--- src/rtl/spi_event_responder_if.sv ---
// SPI link between the bedside controller (master) and the event responder (slave).
interface spi_event_responder_if;
    logic sclk;
    logic mosi;
    logic cs_n;
    logic miso;

    modport master (output sclk, mosi, cs_n, input miso);
    modport slave  (input sclk, mosi, cs_n, output miso);
endinterface

--- src/rtl/spi_event_responder.sv ---
// Oversampled SPI mode-0 responder that reports latched lev/day events and
// clears the reported ones when the master sends the read command.
//
// state | meaning
// IDLE  | no frame, miso low, waiting for cs_n to fall
// SHIFT | frame active, exchanging bits on sclk edges
// DONE  | full byte received, ignore sclk until cs_n rises
module spi_event_responder #(
    parameter int                  DATABITS = 8,
    parameter logic [DATABITS-1:0] CMD_READ = 8'h02,
    parameter int                  CNTB     = 4
) (
    input  logic                      clk,
    input  logic                      rst,
    spi_event_responder_if.slave      spi,
    input  logic                      ev_lev,
    input  logic                      ev_day,
    output logic [DATABITS-1:0]       rx_byte,
    output logic                      rx_dv,
    output logic                      pend_lev,
    output logic                      pend_day,
    output logic [CNTB-1:0]           lev_cnt,
    output logic                      busy
);
    localparam int BW = $clog2(DATABITS);
    localparam int CW = (CNTB < 4) ? CNTB : 4;

    typedef enum logic [1:0] {IDLE, SHIFT, DONE} state_t;
    state_t state, state_next;

    logic [1:0] sclk_s, mosi_s, cs_s;
    logic       sclk_q, cs_q;
    logic       sclk_rise, sclk_fall, cs_fall, cs_rise;

    logic [DATABITS-1:0] tx_sr, rx_sr, rx_next, status;
    logic [BW-1:0]       bit_cnt;
    logic                miso_q;
    logic                snap_lev, snap_day, late_lev, late_day;
    logic [CNTB-1:0]     snap_cnt;
    logic                load, shift_rx, shift_tx, finish, abort, clear;
    logic                pend_lev_next, pend_day_next;
    logic [CNTB-1:0]     lev_cnt_next;
    logic [CNTB:0]       remain;

    always_ff @(posedge clk or posedge rst) begin
        if (rst) begin
            sclk_s <= 2'b00;
            mosi_s <= 2'b00;
            cs_s   <= 2'b11;
            sclk_q <= 1'b0;
            cs_q   <= 1'b1;
        end else begin
            sclk_s <= {sclk_s[0], spi.sclk};
            mosi_s <= {mosi_s[0], spi.mosi};
            cs_s   <= {cs_s[0], spi.cs_n};
            sclk_q <= sclk_s[1];
            cs_q   <= cs_s[1];
        end
    end

    assign sclk_rise = sclk_s[1] & ~sclk_q;
    assign sclk_fall = ~sclk_s[1] & sclk_q;
    assign cs_fall   = ~cs_s[1] & cs_q;
    assign cs_rise   = cs_s[1] & ~cs_q;
    assign rx_next   = {rx_sr[DATABITS-2:0], mosi_s[1]};
    assign clear     = finish && (rx_next == CMD_READ);
    assign busy      = (state != IDLE);
    assign spi.miso  = miso_q;

    always_comb begin
        status                   = '0;
        status[DATABITS-1]       = pend_lev;
        status[DATABITS-2]       = pend_day;
        status[CW-1:0]           = lev_cnt[CW-1:0];
    end

    always_ff @(posedge clk or posedge rst) begin
        if (rst) state <= IDLE;
        else     state <= state_next;
    end

    always_comb begin
        state_next = state;
        load       = 1'b0;
        shift_rx   = 1'b0;
        shift_tx   = 1'b0;
        finish     = 1'b0;
        abort      = 1'b0;
        case (state)
            IDLE: begin
                if (cs_fall) begin
                    load       = 1'b1;
                    state_next = SHIFT;
                end
            end
            SHIFT: begin
                if (cs_rise) begin
                    abort      = 1'b1;
                    state_next = IDLE;
                end else if (sclk_rise) begin
                    shift_rx = 1'b1;
                    if (bit_cnt == BW'(DATABITS - 1)) begin
                        finish     = 1'b1;
                        state_next = DONE;
                    end
                end else if (sclk_fall) begin
                    shift_tx = 1'b1;
                end
            end
            DONE: begin
                if (cs_rise) state_next = IDLE;
            end
            default: state_next = IDLE;
        endcase
    end

    always_ff @(posedge clk or posedge rst) begin
        if (rst) begin
            tx_sr    <= '0;
            rx_sr    <= '0;
            bit_cnt  <= '0;
            miso_q   <= 1'b0;
            rx_byte  <= '0;
            rx_dv    <= 1'b0;
            snap_lev <= 1'b0;
            snap_day <= 1'b0;
            snap_cnt <= '0;
            late_lev <= 1'b0;
            late_day <= 1'b0;
        end else begin
            rx_dv    <= finish;
            // Events seen after the snapshot must survive the clear.
            late_lev <= (load ? 1'b0 : late_lev) | ev_lev;
            late_day <= (load ? 1'b0 : late_day) | ev_day;
            if (load) begin
                tx_sr    <= status;
                miso_q   <= status[DATABITS-1];
                bit_cnt  <= '0;
                snap_lev <= pend_lev;
                snap_day <= pend_day;
                snap_cnt <= lev_cnt;
            end
            if (shift_rx) begin
                rx_sr   <= rx_next;
                bit_cnt <= bit_cnt + 1'b1;
            end
            if (shift_tx) begin
                tx_sr  <= tx_sr << 1;
                miso_q <= tx_sr[DATABITS-2];
            end
            if (finish) begin
                rx_byte <= rx_next;
                miso_q  <= 1'b0;
            end
            if (abort) miso_q <= 1'b0;
        end
    end

    always_comb begin
        remain        = {1'b0, lev_cnt} - {1'b0, snap_cnt} + (CNTB+1)'(ev_lev);
        pend_lev_next = pend_lev | ev_lev;
        pend_day_next = pend_day | ev_day;
        lev_cnt_next  = (ev_lev && lev_cnt != '1) ? lev_cnt + 1'b1 : lev_cnt;
        if (clear) begin
            pend_lev_next = (pend_lev & ~snap_lev) | late_lev | ev_lev;
            pend_day_next = (pend_day & ~snap_day) | late_day | ev_day;
            lev_cnt_next  = remain[CNTB] ? '1 : remain[CNTB-1:0];
        end
    end

    always_ff @(posedge clk or posedge rst) begin
        if (rst) begin
            pend_lev <= 1'b0;
            pend_day <= 1'b0;
            lev_cnt  <= '0;
        end else begin
            pend_lev <= pend_lev_next;
            pend_day <= pend_day_next;
            lev_cnt  <= lev_cnt_next;
        end
    end
endmodule

--- src/flat_wrapper.sv ---
// flat-port wrapper written by rule: the top's interface ports become plain ports
module spi_event_responder_flat 
#(
    parameter int                  DATABITS = 8,
    parameter logic [DATABITS-1:0] CMD_READ = 8'h02,
    parameter int                  CNTB     = 4
)
  (clk, rst, ev_lev, ev_day, rx_byte, rx_dv, pend_lev, pend_day, lev_cnt, busy, spi_sclk, spi_mosi, spi_cs_n, spi_miso);
  spi_event_responder_if spi_i ();
  input  logic clk;
  input  logic rst;
  input  logic ev_lev;
  input  logic ev_day;
  output logic [DATABITS-1:0] rx_byte;
  output logic rx_dv;
  output logic pend_lev;
  output logic pend_day;
  output logic [CNTB-1:0] lev_cnt;
  output logic busy;
  input wire logic [$bits(spi_i.sclk)-1:0] spi_sclk;
  input wire logic [$bits(spi_i.mosi)-1:0] spi_mosi;
  input wire logic [$bits(spi_i.cs_n)-1:0] spi_cs_n;
  output wire logic [$bits(spi_i.miso)-1:0] spi_miso;
  assign spi_i.sclk = spi_sclk;
  assign spi_i.mosi = spi_mosi;
  assign spi_i.cs_n = spi_cs_n;
  assign spi_miso = spi_i.miso;
  spi_event_responder #(.DATABITS(DATABITS), .CMD_READ(CMD_READ), .CNTB(CNTB)) u_core (.clk(clk), .rst(rst), .spi(spi_i), .ev_lev(ev_lev), .ev_day(ev_day), .rx_byte(rx_byte), .rx_dv(rx_dv), .pend_lev(pend_lev), .pend_day(pend_day), .lev_cnt(lev_cnt), .busy(busy));
endmodule
--- config.mk ---
export PLATFORM = sky130hd
export DESIGN_NAME = spi_event_responder_flat
export DESIGN_NICKNAME = d
export VERILOG_FILES = /design/src/rtl/spi_event_responder_if.sv /design/src/rtl/spi_event_responder.sv /design/src/flat_wrapper.sv
export SDC_FILE = /design/constraint.sdc
export NUM_CORES = 1
export LEC_CHECK = 0
export BUFFER_PORTS_ARGS = -buffer_cell sky130_fd_sc_hd__clkbuf_2
export CAP_MARGIN = 30
export CELL_PAD_IN_SITES_DETAIL_PLACEMENT = 0
export CELL_PAD_IN_SITES_GLOBAL_PLACEMENT = 1
export CORE_UTILIZATION = 46
export DETAILED_ROUTE_END_ITERATION = 16
export PLACE_DENSITY = 0.79
export SKIP_LAST_GASP = 1
export SLEW_MARGIN = 20
export SYNTH_ARGS = -nofsm -noshare
export SYNTH_HDL_FRONTEND = slang
export SYNTH_SLANG_ARGS = --single-unit
--- constraint.sdc ---
create_clock -name clk -period 2.97 [get_ports clk]
set_clock_uncertainty 0.2 [all_clocks]
set_input_delay 0.594 -clock clk [delete_from_list [all_inputs] [get_ports clk]]
set_output_delay 0.594 -clock clk [all_outputs]
set_load 0.1 [all_outputs]
==> impl_results.md, run 1 <==
- Power per cell area: 972.7 mW/mm^2
- R2r endpoint: u_core.lev_cnt[0]
- Pin count of the biggest net entering global routing: 29
- Ratio of cells with drive above 1 in the final layout: 23.18%
- Setup total negative slack: 0 ns
- Static leakage power: 1.278 nW
- Register-to-register setup slack: 0.45 ns
- Number of nets in the final layout: 238
- Post-Synthesis Net Count: 211
- Crit-path max FO: 5
- Area overhead of the layout relative to synthesis: 13.01%
- CTS Hold Buffers Added: 0
- HPWL reported at the end of detailed placement: 3.214 mm
- Routed length per instance: 14.98 microns
- Syn. warnings: 0
- Vertical die dimension: 72.09 microns
- Final GP Congestion: 0.7644
- Flip-flop and latch count after synthesis: 51
- Total of endpoints with negative setup slack in the final report: 0
- Minimum setup slack after placement: 0.4468 ns
- Quantity of gates resized following cts: 0
- Vias in the first global route: 1,558
- Number of sinks driven by the clock tree: 51
- Netlist cell types: 39
- Total global-route track usage: 18.71%
- Wire length of the first global-routing pass: 7.376 mm
- Relative contribution of combinational cells to total power: 40.1%
- Type of the tightest min-delay check: input port to asynchronous set/reset pin
- Initial core utilization: 47.84%
- Library cell used as clock root buffer: sky130_fd_sc_hd__clkbuf_8
- Share of synthesized area occupied by flip-flops and latches: 56.64%
- Overall die area: 0.005196 sq mm
- Number of nets still failing antenna checks after routing: 0
- Detailed Route Iter0 Violations: 105
- Fraction of synthesis flops using an asynchronous set or reset pin: 100.0%
- Sw Ratio: 40.31%
- Power share of the sequential group: 40.0%
- Count of final max-slew check failures: 0
- Area of the core: 0.004723 sq mm
- Overall power consumption: 0.002484 W
- Fmax: 397.4 MHz
- DRT Wirelength: 4.300 mm
- Part of the cycle the worst path needs: 84.73%
- Mapped cell area: 0.002260 sq mm
- Max Buffers Root-to-Sink: 2
- DR vias/cell: 5.387
- Critical path launch point: u_core.lev_cnt[0]
- Launching point of the worst reg2reg path: u_core.lev_cnt[0]
- Remaining routing DRC violations: 0
- Result of the run: completed
- Worst Slack Setup Final: 0.4534 ns
- Clock Latency Late Sink: 0.30 ns
- Arrival time reported for the critical path endpoint: 2.48 ns
- IO Pins: 24
- Row cnt: 25
- Setup repair after global routing missed its margin: no
- CTS tree: done
- Initial DRT Pass Iterations: 4
- Post-Syn Area per Cell: 11.77 sq um
- Kind of end point of the critical path: register
- Transition time of the tightest slew-check pin: 0.5583 ns
- Startpoint type of the worst setup path: register
- Cells after Synth: 192
- Worst vdd rail ir drop: 0.4458 mV
- Number of cells in the finished layout apart from fillers: 287
- Slew headroom: 62.73%
- Destination of the critical timing path: u_core.lev_cnt[0]
- Count of buffers inserted at the top-level ports: 23
- Count of flip-flops with a built-in enable after synthesis: 0
- Cell total after placement: 279
- Internal power consumption: 0.001483 W
- Required time reported for the critical path endpoint: 2.93 ns
- Clock share of power: 19.9%
- Number of fillers in the final layout: 424
- Worst hold slack: 0.1189 ns
- Final Hold Violating Endpoints: 0
- Die outline width: 72.09 microns
- Total CTS buffers: 5
- Overflow left after global routing: 0
- Number of max-capacitance violations reported: 0
- # diodes: 0
- Post-CTS Repair Setup Buffers: 0
- Vias after detailed routing: 1,546
- Top_reg_cell synth: sky130_fd_sc_hd__dfrtp_1
- Clock-pin transition on the worst setup and hold timing paths: 0.10 ns
- P_sw: 0.001001 W
- CTS H-tree depth: 2
- Reg2reg path depth: 9
- Initial antenna violation count: 0
- Min Clock Period, post-route: 2.517 ns
- Critical path start-end classification: register to register
[cell families after synthesis]
group	count (synthesis)	synth area share, %
xor gates and xnor gates	4	1.551
muxes	9	4.485
adders and majority gates	12	6.977
DFF	51	56.64
and+or+nand+nor	70	16.56
AOI/OAI and AO/OA	34	11.07
buffers and inverters	12	2.713
[sequential cells by signal (all words and copies together), names as in the netlist, 2 cells and up]
signal / count
u_core.sclk_s: 2
u_core.mosi_s: 2
u_core.snap_cnt: 4
u_core.rx_byte: 8
u_core.bit_cnt: 3
u_core.tx_sr: 7
u_core.cs_s: 2
u_core.state: 2
u_core.rx_sr: 7
u_core.lev_cnt: 4
[power groups by stage]
stage | clock [W] | combinational (W) | sequential, W
global placement | 0 | 0.000974 | 0.000992
floorplan | 0 | 0.000596 | 0.00119
CTS | 0.000504 | 0.00101 | 0.000991
detailed placement | 0 | 0.00101 | 0.00100
global route | 0.000529 | 0.00111 | 0.00101
finish | 0.000495 | 0.000996 | 0.000993
[area by class of cell]
type / instances / area [sq um] / share of cell area (%)
Clock buffer: 6 / 82.58 / 3.234
Clock inverter: 2 / 35.03 / 1.372
Inverter: 8 / 30.03 / 1.176
Multi-Input combinational cell: 129 / 918.4 / 35.96
Sequential cell: 51 / 1281 / 50.17
Tap cell: 67 / 83.83 / 3.283
Timing Repair Buffer: 24 / 122.6 / 4.802
[how the worst min path moves through the flow]
stage                     startpoint  slack, ns                to
floorplan           u_core.mosi_s[0]       0.13  u_core.mosi_s[1]
global route                spi_cs_n       0.15    u_core.cs_s[0]
CTS                              rst       0.14  u_core.sclk_s[0]
global placement    u_core.mosi_s[0]       0.13  u_core.mosi_s[1]
finish                           rst       0.12   u_core.late_day
detailed placement  u_core.mosi_s[0]       0.14  u_core.mosi_s[1]
[Yosys cell counts (4+ instances only)]
cell type	instances	area (sq um)
sky130_fd_sc_hd__and2_1	5	31.28
sky130_fd_sc_hd__a21o_1	8	60.06
sky130_fd_sc_hd__mux2_2	9	101.4
sky130_fd_sc_hd__nand2_1	32	120.1
sky130_fd_sc_hd__ha_1	11	137.6
sky130_fd_sc_hd__a21oi_1	8	40.04
sky130_fd_sc_hd__inv_1	7	26.28
sky130_fd_sc_hd__a221o_1	6	60.06
sky130_fd_sc_hd__a22o_1	4	35.03
sky130_fd_sc_hd__nor2_1	6	22.52
sky130_fd_sc_hd__nor2b_1	5	31.28
sky130_fd_sc_hd__dfrtp_1	48	1201
sky130_fd_sc_hd__nand3_1	6	30.03
[worst max-delay path: stages (launching register included)]
cell and delay, ns:
sky130_fd_sc_hd__dfrtp_2 0.41, sky130_fd_sc_hd__inv_1 0.08, sky130_fd_sc_hd__ha_1 0.29, sky130_fd_sc_hd__inv_1 0.04, sky130_fd_sc_hd__ha_1 0.21, sky130_fd_sc_hd__fa_1 0.43
sky130_fd_sc_hd__a21o_1 0.20, sky130_fd_sc_hd__a21oi_1 0.17, sky130_fd_sc_hd__xnor2_1 0.22, sky130_fd_sc_hd__a22oi_1 0.14
[per-stage QoR]
step           instance area [sq um]  util [%]
5_1_grt                         2554     54.07
2_1_floorplan                   2261         -
6_report                        2554     54.07
3_3_place_gp                    2436     51.58
4_1_cts                         2554     54.07
3_5_place_dp                    2436     51.58
[metal layers]
metal	vias to the layer above	track usage [%]	share of wire, %
li1	730	-	-
met1	775	24.28	45
met2	33	30.11	49
met3	8	4.722	3.9
met4	0	7.625	1.7
met5	-	0	0
[layout by cell type (no fill, tap or decap), types with 3 or more instances in the layout]
cell type / synthesis / routed
sky130_fd_sc_hd__nand2_1: 32 / 32
sky130_fd_sc_hd__dfstp_2: 3 / 3
sky130_fd_sc_hd__ha_1: 11 / 11
sky130_fd_sc_hd__nor2b_1: 5 / 5
sky130_fd_sc_hd__nor2_1: 6 / 6
sky130_fd_sc_hd__a22o_1: 4 / 4
sky130_fd_sc_hd__clkbuf_8: 0 / 6
sky130_fd_sc_hd__and2_1: 5 / 5
sky130_fd_sc_hd__nand3_1: 6 / 6
sky130_fd_sc_hd__inv_1: 7 / 6
sky130_fd_sc_hd__dfrtp_1: 48 / 47
sky130_fd_sc_hd__clkbuf_2: 0 / 23
sky130_fd_sc_hd__a21oi_1: 8 / 8
sky130_fd_sc_hd__a221o_1: 6 / 6
sky130_fd_sc_hd__a21o_1: 8 / 8
sky130_fd_sc_hd__mux2_2: 9 / 9
sky130_fd_sc_hd__xnor2_1: 3 / 3
sky130_fd_sc_hd__a31oi_1: 3 / 3
Note: power is estimated with default switching activity, not from simulation.
==> run 2, diff against run 1 <==
==> constraint.sdc (replaced) <==
create_clock -name clk -period 2.52 [get_ports clk]
set_clock_uncertainty 0.2 [all_clocks]
set_input_delay 0.504 -clock clk [delete_from_list [all_inputs] [get_ports clk]]
set_output_delay 0.504 -clock clk [all_outputs]
set_load 0.1 [all_outputs]
==> run 2 against run 1 <==
Clock power rose by 2%. Hold slack got worse by 0.050 ns. Routed wire length is 0.51% lower. Sequential power up 19%. Critical path depth is the same. Final cell count grew 0.35%. Non-clock buffer count grew 1. Fmax grew 12%. Total power increased by 19%. Critical path type unchanged. Largest cell class unchanged. Largest power group unchanged.
==> impl_results.md, run 2 (synthesis gave the netlist of run 1 again) <==
- Launching point of the worst reg2reg path: u_core.lev_cnt[0] (unchanged)
- Startpoint type of the worst setup path: register (unchanged)
- Wire length of the first global-routing pass: 7.334 mm (was 7.376 mm)
- Worst vdd rail ir drop: 0.4747 mV (was 0.4458 mV)
- Row cnt: 25 (unchanged)
- R2r endpoint: u_core.lev_cnt[0] (unchanged)
- Fmax: 446.1 MHz (was 397.4 MHz)
- Cell total after placement: 279 (unchanged)
- DRT Wirelength: 4.278 mm (was 4.300 mm)
- # diodes: 0 (unchanged)
- Number of flip-flops under the largest register name: 8 (unchanged)
- Clock-pin transition on the worst setup and hold timing paths: 0.11 ns (was 0.10 ns)
- CTS tree: done (unchanged)
- DR vias/cell: 5.347 (was 5.387)
- Number of cells in the finished layout apart from fillers: 288 (was 287)
- Destination of the critical timing path: u_core.lev_cnt[0] (unchanged)
- HPWL reported at the end of detailed placement: 3.154 mm (was 3.214 mm)
- Area overhead of the layout relative to synthesis: 15.17% (was 13.01%)
- Overall power consumption: 0.002962 W (was 0.002484 W)
- Crit-path max FO: 5 (unchanged)
- Result of the run: completed (unchanged)
- Number of nets in the final layout: 239 (was 238)
- DP Area: 0.002490 sq mm (was 0.002436 sq mm)
- Register-to-register setup slack: 0.28 ns (was 0.45 ns)
- Setup repair after global routing missed its margin: no (unchanged)
- Final GP Congestion: 0.8161 (was 0.7644)
- Layout Utilization: 55.10% (was 54.07%)
- Total of endpoints with negative setup slack in the final report: 0 (unchanged)
- Vias in the first global route: 1,601 (was 1,558)
- Total global-route track usage: 18.40% (was 18.71%)
- Die outline width: 72.09 microns (unchanged)
- Arrival time reported for the critical path endpoint: 2.22 ns (was 2.48 ns)
- Library cell used as clock root buffer: sky130_fd_sc_hd__clkbuf_8 (unchanged)
- Remaining routing DRC violations: 0 (unchanged)
- Critical path launch point: u_core.lev_cnt[0] (unchanged)
- Reg2reg path depth: 9 (unchanged)
- Required time reported for the critical path endpoint: 2.50 ns (was 2.93 ns)
- Number of max-capacitance violations reported: 0 (unchanged)
- Quantity of gates resized following cts: 0 (unchanged)
- Count of final max-slew check failures: 0 (unchanged)
- Largest registers: u_core.rx_byte x8, u_core.rx_sr x7, u_core.tx_sr x7 (unchanged)
- IO Pins: 24 (unchanged)
- Min Clock Period, post-route: 2.242 ns (was 2.517 ns)
- Initial DRT Pass Iterations: 4 (unchanged)
- Pin count of the biggest net entering global routing: 32 (was 29)
- Number of sinks driven by the clock tree: 51 (unchanged)
- Part of the cycle the worst path needs: 88.95% (was 84.73%)
- Count of buffers inserted at the top-level ports: 23 (unchanged)
- Routed length per instance: 14.85 microns (was 14.98 microns)
- Area of the core: 0.004723 sq mm (unchanged)
- Commonest non-fill, non-tap cell in the layout: sky130_fd_sc_hd__dfrtp_1 (unchanged)
- Number of nets still failing antenna checks after routing: 0 (unchanged)
- Transition time of the tightest slew-check pin: 0.5540 ns (was 0.5583 ns)
- Vias after detailed routing: 1,540 (was 1,546)
- Type of the tightest min-delay check: input port to register (was input port to asynchronous set/reset pin)
- Detailed Route Iter0 Violations: 44 (was 105)
- Ordered list of cells on the worst path: inv_2, ha_4, inv_2, ha_4, fa_2, a21o_1, a21oi_2, xnor2_2, a22oi_1 (was inv_1, ha_1, inv_1, ha_1, fa_1, a21o_1, a21oi_1, xnor2_1, a22oi_1)
- Initial antenna violation count: 0 (unchanged)
- Kind of end point of the critical path: register (unchanged)
- Overall die area: 0.005196 sq mm (unchanged)
- Static leakage power: 1.278 nW (about the same)
- Power per cell area: 1138 mW/mm^2 (was 972.7 mW/mm^2)
- Slew headroom: 63.22% (was 62.73%)
- CP max-delay cell: sky130_fd_sc_hd__dfrtp_2 (was sky130_fd_sc_hd__fa_1)
- Total CTS buffers: 5 (unchanged)
- Overflow left after global routing: 0 (unchanged)
- Most frequent cells in the layout: sky130_fd_sc_hd__dfrtp_1, sky130_fd_sc_hd__nand2_1, sky130_fd_sc_hd__clkbuf_2 (unchanged)
- Delay of the slowest cell on the worst path: 0.41 ns (was 0.43 ns)
- Initial core utilization: 47.84% (unchanged)
- Area of all placed cells without fillers: 0.002603 sq mm (was 0.002554 sq mm)
- Critical path start-end classification: register to register (unchanged)
- CTS H-tree depth: 2 (unchanged)
- Ratio of cells with drive above 1 in the final layout: 27.15% (was 23.18%)
- Register ranked first by flip-flop count: u_core.rx_byte (unchanged)
- Vertical die dimension: 72.09 microns (unchanged)
- Final Hold Violating Endpoints: 0 (unchanged)
- Clock Latency Late Sink: 0.31 ns (was 0.30 ns)
- Max Buffers Root-to-Sink: 2 (unchanged)
- Setup total negative slack: 0 ns (unchanged)
==> run 2: power breakdown <==
part	total [W]	internal (W)	switching, W
logic	0.00128	0.000491	0.000790
registers	0.00118	0.00100	0.000174
clock network	0.000504	0.000211	0.000293
==> run 2: per-layer routing <==
| layer | global-route usage [%] | wire length, microns |
|---|---|---|
| met4 | 5.011 | 42 |
| met5 | 0 | 0 |
| met3 | 5.139 | 175 |
| met1 | 23.33 | 1948 |
| met2 | 31.05 | 2112 |
==> run 2: cell type report <==
class / instances / area [sq um]
Tap cell: 67 / 83.83
Inverter: 8 / 30.03
Clock inverter: 3 / 33.78
Fill cell: 420 / 2121
Multi-Input combinational cell: 129 / 957.2
Timing Repair Buffer: 25 / 145.1
Sequential cell: 51 / 1284
Clock buffer: 5 / 68.82
==> run 2: worst max-delay path: cells and delay by family (launching register included) <==
family	cells	cell delay, ns
buffers and inverters	2	0.10
DFF	1	0.41
AOI/OAI and AO/OA	3	0.47
adders and majority gates	3	0.78
xor gates and xnor gates	1	0.16
==> run 2: worst min-delay path by stage <==
stage          slack, ns                to  cells past startpoint              from
2_1_floorplan       0.13  u_core.mosi_s[1]                      0  u_core.mosi_s[0]
3_3_place_gp        0.13  u_core.mosi_s[1]                      0  u_core.mosi_s[0]
3_5_place_dp        0.15    u_core.cs_s[1]                      0    u_core.cs_s[0]
4_1_cts             0.07    u_core.cs_s[0]                      1          spi_cs_n
5_1_grt             0.05    u_core.cs_s[0]                      1          spi_cs_n
6_report            0.07    u_core.cs_s[0]                      1          spi_cs_n
==> run 2: stage by stage <==
step	hold slack [ns]	worst slack, ns
after floorplan	0.1312	-0.02026
after global placement	0.1327	0.3350
after detailed placement	0.1548	0.2863
after CTS	0.06537	0.2678
after global routing	0.05091	0.2031
final	0.06903	0.2784
==> run 2: timing repair <==
| action | in CTS | in global routing |
|---|---|---|
| hold endpoints to repair | 6 | 0 |
| hold buffers | 1 | 0 |
| endpoints found under the setup margin | 0 | 0 |
| buffers inserted | 0 | 0 |
